`src/rtl/dump_pkg.sv`:
```
// Shared tags, FSM encoding and END-word layout for the run/dump sequencer.
package dump_pkg;

  localparam logic [1:0] TAG_PC  = 2'd0;
  localparam logic [1:0] TAG_REG = 2'd1;
  localparam logic [1:0] TAG_MEM = 2'd2;
  localparam logic [1:0] TAG_END = 2'd3;

  typedef enum logic [2:0] {
    ST_IDLE,
    ST_RUN,
    ST_DRAIN,
    ST_REGS,
    ST_MEMS,
    ST_ENDW,
    ST_DONE
  } state_t;

  // END word: MSB carries the trace overflow flag, low bits the zero-extended cycle count.
  localparam int END_CNT_LSB = 0;

  function automatic logic [1:0] tag_for(input state_t s);
    case (s)
      ST_REGS: tag_for = TAG_REG;
      ST_MEMS: tag_for = TAG_MEM;
      ST_ENDW: tag_for = TAG_END;
      default: tag_for = TAG_PC;
    endcase
  endfunction

endpackage

```
`src/rtl/trace_fifo.sv`:
```
// Small synchronous FIFO holding the PC trace; DEPTH must be a power of 2.
module trace_fifo #(
  parameter int DATA_W = 32,
  parameter int DEPTH  = 8
) (
  input  logic              clk,
  input  logic              reset,
  input  logic              push,
  input  logic [DATA_W-1:0] wdata,
  input  logic              pop,
  output logic [DATA_W-1:0] rdata,
  output logic              full,
  output logic              empty
);

  localparam int AW = (DEPTH > 1) ? $clog2(DEPTH) : 1;

  logic [DATA_W-1:0] store [DEPTH];
  logic [AW-1:0]     wptr;
  logic [AW-1:0]     rptr;
  logic [AW:0]       used;
  logic              do_push;
  logic              do_pop;

  assign full    = (used == (AW+1)'(DEPTH));
  assign empty   = (used == '0);
  assign do_push = push && !full;
  assign do_pop  = pop && !empty;
  assign rdata   = store[rptr];

  always_ff @(posedge clk) begin
    if (do_push) store[wptr] <= wdata;
  end

  always_ff @(posedge clk or posedge reset) begin
    if (reset) begin
      wptr <= '0;
      rptr <= '0;
      used <= '0;
    end else begin
      if (do_push) wptr <= wptr + 1'b1;
      if (do_pop)  rptr <= rptr + 1'b1;
      used <= used + (AW+1)'(do_push) - (AW+1)'(do_pop);
    end
  end

endmodule

```
`src/rtl/run_dump_sequencer.sv`:
```
// End-of-run monitor: detects halt/timeout, then streams REG, MEM and END words.
// Optional PC trace stream (tag 0) is built when TRACE_PC_EN is defined.
module run_dump_sequencer
  import dump_pkg::*;
#(
  parameter int          DATA_W      = 32,
  parameter int          NUM_REGS    = 32,
  parameter int unsigned MEM_BASE    = 'h4000,
  parameter int          MEM_WORDS   = 4,
  parameter int          MAX_CYCLES  = 64,
  parameter int          TRACE_DEPTH = 8
) (
  input  logic                        clk,
  input  logic                        reset,
  input  logic                        start,
  input  logic [DATA_W-1:0]           pc,
  input  logic [DATA_W-1:0]           inst,
  output logic [$clog2(NUM_REGS)-1:0] rf_raddr,
  input  logic [DATA_W-1:0]           rf_rdata,
  output logic [DATA_W-1:0]           mem_raddr,
  input  logic [DATA_W-1:0]           mem_rdata,
  output logic                        dump_valid,
  input  logic                        dump_ready,
  output logic [DATA_W-1:0]           dump_data,
  output logic [1:0]                  dump_tag,
  output logic                        done,
  output logic                        timeout
);

  localparam int RW = $clog2(NUM_REGS);
  localparam int CW = (MAX_CYCLES > 1) ? $clog2(MAX_CYCLES) : 1;
  localparam int JW = $clog2(MEM_WORDS + 1);

  state_t            state;
  logic [CW-1:0]     cnt;
  logic [RW-1:0]     ri;
  logic [JW-1:0]     mj;
  logic [JW-1:0]     mj_next;
  logic              mprimed;
  logic              accept;
  logic              overflow;
  logic              drain_done;
  logic              trace_valid;
  logic [DATA_W-1:0] trace_data;
  logic [DATA_W-1:0] end_word;

  assign accept   = dump_valid && dump_ready;
  assign rf_raddr = ri;

  // Memory address runs one word ahead on accept so mem_rdata keeps pace at 1 word/cycle;
  // while stalled the address is held, so the returned word stays stable.
  assign mj_next   = mj + ((state == ST_MEMS && accept) ? JW'(1) : JW'(0));
  assign mem_raddr = DATA_W'(MEM_BASE) + DATA_W'(mj_next);

`ifdef TRACE_PC_EN
  logic fifo_push;
  logic fifo_pop;
  logic fifo_full;
  logic fifo_empty;
  logic trace_phase;

  assign trace_phase = (state == ST_RUN) || (state == ST_DRAIN);
  assign fifo_push   = (state == ST_RUN);
  assign fifo_pop    = trace_phase && accept;
  assign trace_valid = trace_phase && !fifo_empty;
  assign drain_done  = fifo_empty;

  trace_fifo #(
    .DATA_W (DATA_W),
    .DEPTH  (TRACE_DEPTH)
  ) u_trace (
    .clk   (clk),
    .reset (reset),
    .push  (fifo_push),
    .wdata (pc),
    .pop   (fifo_pop),
    .rdata (trace_data),
    .full  (fifo_full),
    .empty (fifo_empty)
  );

  always_ff @(posedge clk or posedge reset) begin
    if (reset)                            overflow <= 1'b0;
    else if (state == ST_RUN && fifo_full) overflow <= 1'b1;
  end
`else
  localparam int unused_trace_depth = TRACE_DEPTH;
  logic unused_pc;

  assign unused_pc   = ^pc;
  assign overflow    = 1'b0;
  assign drain_done  = 1'b1;
  assign trace_valid = 1'b0;
  assign trace_data  = '0;
`endif

  always_comb begin
    end_word = '0;
    end_word[END_CNT_LSB +: CW] = cnt;
    end_word[DATA_W-1] = overflow;
  end

  always_comb begin
    dump_valid = 1'b0;
    dump_data  = '0;
    dump_tag   = tag_for(state);
    case (state)
      ST_RUN, ST_DRAIN: begin
        dump_valid = trace_valid;
        dump_data  = trace_data;
      end
      ST_REGS: begin
        dump_valid = 1'b1;
        dump_data  = rf_rdata;
      end
      ST_MEMS: begin
        dump_valid = mprimed;
        dump_data  = mem_rdata;
      end
      ST_ENDW: begin
        dump_valid = 1'b1;
        dump_data  = end_word;
      end
      default: ;
    endcase
  end

  // inst==0 is tested before the budget so a simultaneous halt never reports timeout.
  always_ff @(posedge clk or posedge reset) begin
    if (reset) begin
      state   <= ST_IDLE;
      cnt     <= '0;
      ri      <= '0;
      mj      <= '0;
      mprimed <= 1'b0;
      done    <= 1'b0;
      timeout <= 1'b0;
    end else begin
      case (state)
        ST_IDLE: begin
          if (start) begin
            state <= ST_RUN;
            cnt   <= '0;
          end
        end
        ST_RUN: begin
          if (inst == '0) begin
            state <= ST_DRAIN;
          end else if (cnt == CW'(MAX_CYCLES - 1)) begin
            state   <= ST_DRAIN;
            timeout <= 1'b1;
          end else begin
            cnt <= cnt + 1'b1;
          end
        end
        ST_DRAIN: begin
          if (drain_done) begin
            state <= ST_REGS;
            ri    <= '0;
          end
        end
        ST_REGS: begin
          if (accept) begin
            if (ri == RW'(NUM_REGS - 1)) begin
              state   <= ST_MEMS;
              mj      <= '0;
              mprimed <= 1'b0;
            end else begin
              ri <= ri + 1'b1;
            end
          end
        end
        ST_MEMS: begin
          mprimed <= 1'b1;
          mj      <= mj_next;
          if (accept && mj == JW'(MEM_WORDS - 1)) state <= ST_ENDW;
        end
        ST_ENDW: begin
          if (accept) begin
            state <= ST_DONE;
            done  <= 1'b1;
          end
        end
        default: ;
      endcase
    end
  end

endmodule

```
`config.mk`:
```
export PLATFORM = sky130hd
export DESIGN_NAME = run_dump_sequencer
export DESIGN_NICKNAME = d
export VERILOG_FILES = /design/src/rtl/dump_pkg.sv /design/src/rtl/trace_fifo.sv /design/src/rtl/run_dump_sequencer.sv
export SDC_FILE = /design/constraint.sdc
export NUM_CORES = 1
export LEC_CHECK = 0
export ABC_AREA = 0
export CAP_MARGIN = 25
export CORE_AREA = 2 2 80 82
export CTS_BUF_LIST = sky130_fd_sc_hd__clkbuf_8
export DETAILED_ROUTE_END_ITERATION = 8
export DIE_AREA = 0 0 82 84
export PLACE_DENSITY = 0.91
export RECOVER_POWER = 25
export SLEW_MARGIN = 20
export SYNTH_ARGS = -nofsm -noshare
export SYNTH_HDL_FRONTEND = slang
export SYNTH_SLANG_ARGS = --single-unit
export TNS_END_PERCENT = 50
```
`constraint.sdc`:
```
create_clock -name clk -period 5.7 [get_ports clk]
set_input_delay 1.14 -clock clk [delete_from_list [all_inputs] [get_ports clk]]
set_output_delay 1.14 -clock clk [all_outputs]
set_load 0.05 [all_outputs]
```
==> metrics.md <==
| Metric | Value |
|---|---|
| Warnings from Yosys | `0` |
| Hold_buf cts | `0` |
| Worst hold path type | `register to register` |
| Fin. Hold Viols | `0` |
| Post-synth top area share | `27.5%` |
| RR Startpoint | `state[2]$_DFFE_PP0P_` |
| Root buf cell | `clkbuf_8` |
| Hold path start | `timeout$_DFFE_PP0P_` |
| Crit-path slowest cell | `clkdlybuf4s50_1` |
| Area Growth Syn to Fin | `76.3%` |
| Layout cells sized above 1 | `4.36%` |
| DRC viols | `0` |
| CP Max Fanout | `8` |
| Setup_tns | `0 ns` |
| Vias | `between 2,000 and 2,500` |
| Final setup fails | `0` |
| WS Path Type | `primary input to primary output` |
| Worst-Skew Late Latency | `between 0.2 and 0.3 ns` |
| DIE AREA | `between 0.006 and 0.007 sq mm` |
| Post-synth EDFFs | `0` |
| Gr usage total | `a little under a fifth` |
| Vias per std cell | `between 4 and 5` |
| Antenna cells | `0` |
| WL final | `6.57 mm` |
| # nets final | `483` |
| Pre-CTS setup slack | `1.21 ns` |
| Max_cap viols | `0` |
| Met2 Use GR | `approximately a third` |
| Ys async rst share | `100%` |
| Worst setup margin | `~1.1 ns` |
| TritonRoute pass-1 iters | `4` |
| Mapped Avg Cell Area | `8.72 sq um` |
| Synthesis-stage register bit count | `20` |
| Clock H-tree levels | `1` |
| Crit path cell chain | `dlygate4sd3_1, and3_1, ha_1, ha_1, xor2_1, clkdlybuf4s50_1` |
| Chip width | `~82 um` |
| Worst setup startpoint | `dump_ready` |
| Clock period minus worst slack | `about 4.6 ns` |
| Part of the Yosys area used for sequential elements | `between 20% and 30%` |
| Fin util | `approximately 53%` |
| Most frequent cells in the layout | `142 x clkdlybuf4s50_1, 29 x a22o_1, 29 x conb_1` |
| Max-Slew Margin vs Limit | `48.0%` |
| Iteration-0 DRC Markers | `127` |
| Die H | `about 84 um` |
| Row cnt | `29` |
| HPWL after DPL | `roughly 5.2 mm` |
| Worst Setup End Kind | `primary output` |
| PwrDens | `between 150 and 200 mW/mm^2` |
| Type of origin of the critical path | `primary input` |
| Global routing usage on met1 | `approximately 25%` |
| TritonCTS clock tree | `done` |
| Worst EP arrival | `roughly 3.4 ns` |
| Setup repair after global routing missed its margin | `false` |
| Gate Count Post-Synth | `roughly 210` |
| Tightest Pin Transition | `roughly 0.78 ns` |
| Synth top area cells | `dfrtp_1 27%, buf_4 15%, a22o_1 14%, nand2_1 3.7%, ha_1 3.4%` |
| RD Place Congestion | `approximately 0.8` |
| Status | `finished clean` |
| Postcts setup bufs | `0` |
| Largest area contributor in the netlist | `dfrtp_1` |
| Initial Utilization | `about 30%` |
| Synthesized area | `around 0.0018 sq mm` |
| Core area | `0.00610 sq mm` |
| Vias in the first global route | `slightly above 2,000` |
| Sink Count | `20` |
| Most Crowded Layer GR | `met2` |
| Num CTS Buffers | `3` |
| Largest net degree at the start of global routing | `38` |
| IO buf count | `approximately 140` |
| Leakage | `approximately 0.0013 uW` |
| Fmax | `between 0.2 and 0.25 GHz` |
| Initial antenna violation count | `0` |
| Clock-pin slew on the worst setup and hold paths | `approximately 0.070 ns` |
| GRT overflow | `0` |
| I/O pin cnt | `around 210` |
| Global-route track usage on met3 | `around 3.2%` |
| WP data required | `roughly 4.6 ns` |
| Post-synth top flop | `dfrtp_1` |
| Final Cycle Share | `80.2%` |
| First-pass GRT wire length | `slightly above 10 mm` |
| Clock Path Buffers | `2` |
| Slowest stage delay, CP | `around 0.84 ns` |
| Top cell by count, worst path | `ha_1` |
| Slew Limit Fails | `0` |
| Distinct cells, synth | `43` |
| Average routed wire per standard cell | `~16 um` |
| Most common cell after layout, fill and taps aside | `clkdlybuf4s50_1` |
| Max VDD drop | `about 100 uV` |
| Worst Skew | `~0.0063 ns` |
| Final ANT Viol Nets | `0` |
| Post-cts resize count | `0` |
==> per-layer routing <==
layer  wire [um]  vias to the layer above  part of all wire [%]
li1            -                     1002                     -
met1        2680                      994                    41
met2        3420                       78                    52
met3         380                       10                   5.8
met4          95                        0                   1.4
met5           0                        -                     0
==> registers in the layout, summed over array words and instances, names as in the netlist <==
| name | count |
|---|---|
| cnt | 6 |
| done | 1 |
| mj | 3 |
| mprimed | 1 |
| rf_raddr | 5 |
| state | 3 |
| timeout | 1 |
==> kinds of logic (layout without fill, tap and decap cells) <==
family | count (synthesis) | after routing | synth area share, %
AO/OA/AOI/OAI | 71 | 71 | 30.1
AND/OR/NAND/NOR | 61 | 61 | 18.5
buffers and inverters | 46 | 154 | 17.9
flip-flops | 20 | 20 | 27.5
adder cells (fa/ha/maj) | 5 | 5 | 3.43
multiplexers | 3 | 3 | 1.72
other | 2 | 29 | 0.412
XOR/XNOR | 1 | 1 | 0.481
==> synthesized netlist by cell type (all sizes together) (3+ instances only) <==
cell	count
a21oi	4
a22o	29
a22oi	8
and2b	3
and3	3
buf	41
dfrtp	20
ha	5
inv	5
nand2	18
nand3	6
nand4	3
nor2	6
nor4	10
o21ai	16
==> layout make-up <==
type	count	area, sq um
multi-input cells	170	1100
fillers	555	2880
repair buffers	146	1460
clock buffers	3	41.3
flip-flops and latches	20	500
inverters	5	18.8
well taps	77	96.3
==> worst max-delay path, delay by kind of cell <==
kind / cells / cell delay [ns]
buf+inv: 2 / 1.56
fa+ha+maj: 2 / 0.31
simple gates: 1 / 0.22
xor+xnor: 1 / 0.19
==> where the power goes <==
part / switching (uW) / internal [uW]
combinational: 134 / 111
clock: 43.9 / 47.0
sequential: 35.7 / 168
total: 214 / 325
==> stage by stage <==
stage | instance area, sq um | hold slack [ns] | cells | power, uW
after floorplan | 1920 | 0.486 | 236 | 358
final | 3210 | 0.487 | 421 | 539
after detailed placement | 3160 | 0.463 | 417 | 447
after CTS | 3200 | 0.493 | 420 | 539
after global placement | 3160 | 0.456 | 417 | 433
after global routing | 3210 | 0.507 | 421 | 570
==> path summary, 6_finish.rpt <==
path / slack (ns) / cells after the start / end
max reg2reg: 3.51 / 5 / mj[2]$_DFFE_PP0P_
max in group asynchronous: 3.75 / 2 / mj[1]$_DFFE_PP0P_
min: 0.49 / 1 / timeout$_DFFE_PP0P_
min in group asynchronous: 1.46 / 2 / cnt[3]$_DFFE_PP0P_
min reg2reg: 0.49 / 1 / timeout$_DFFE_PP0P_
max: 1.13 / 6 / mem_raddr[2]
Power figures use the tool's default switching activity.
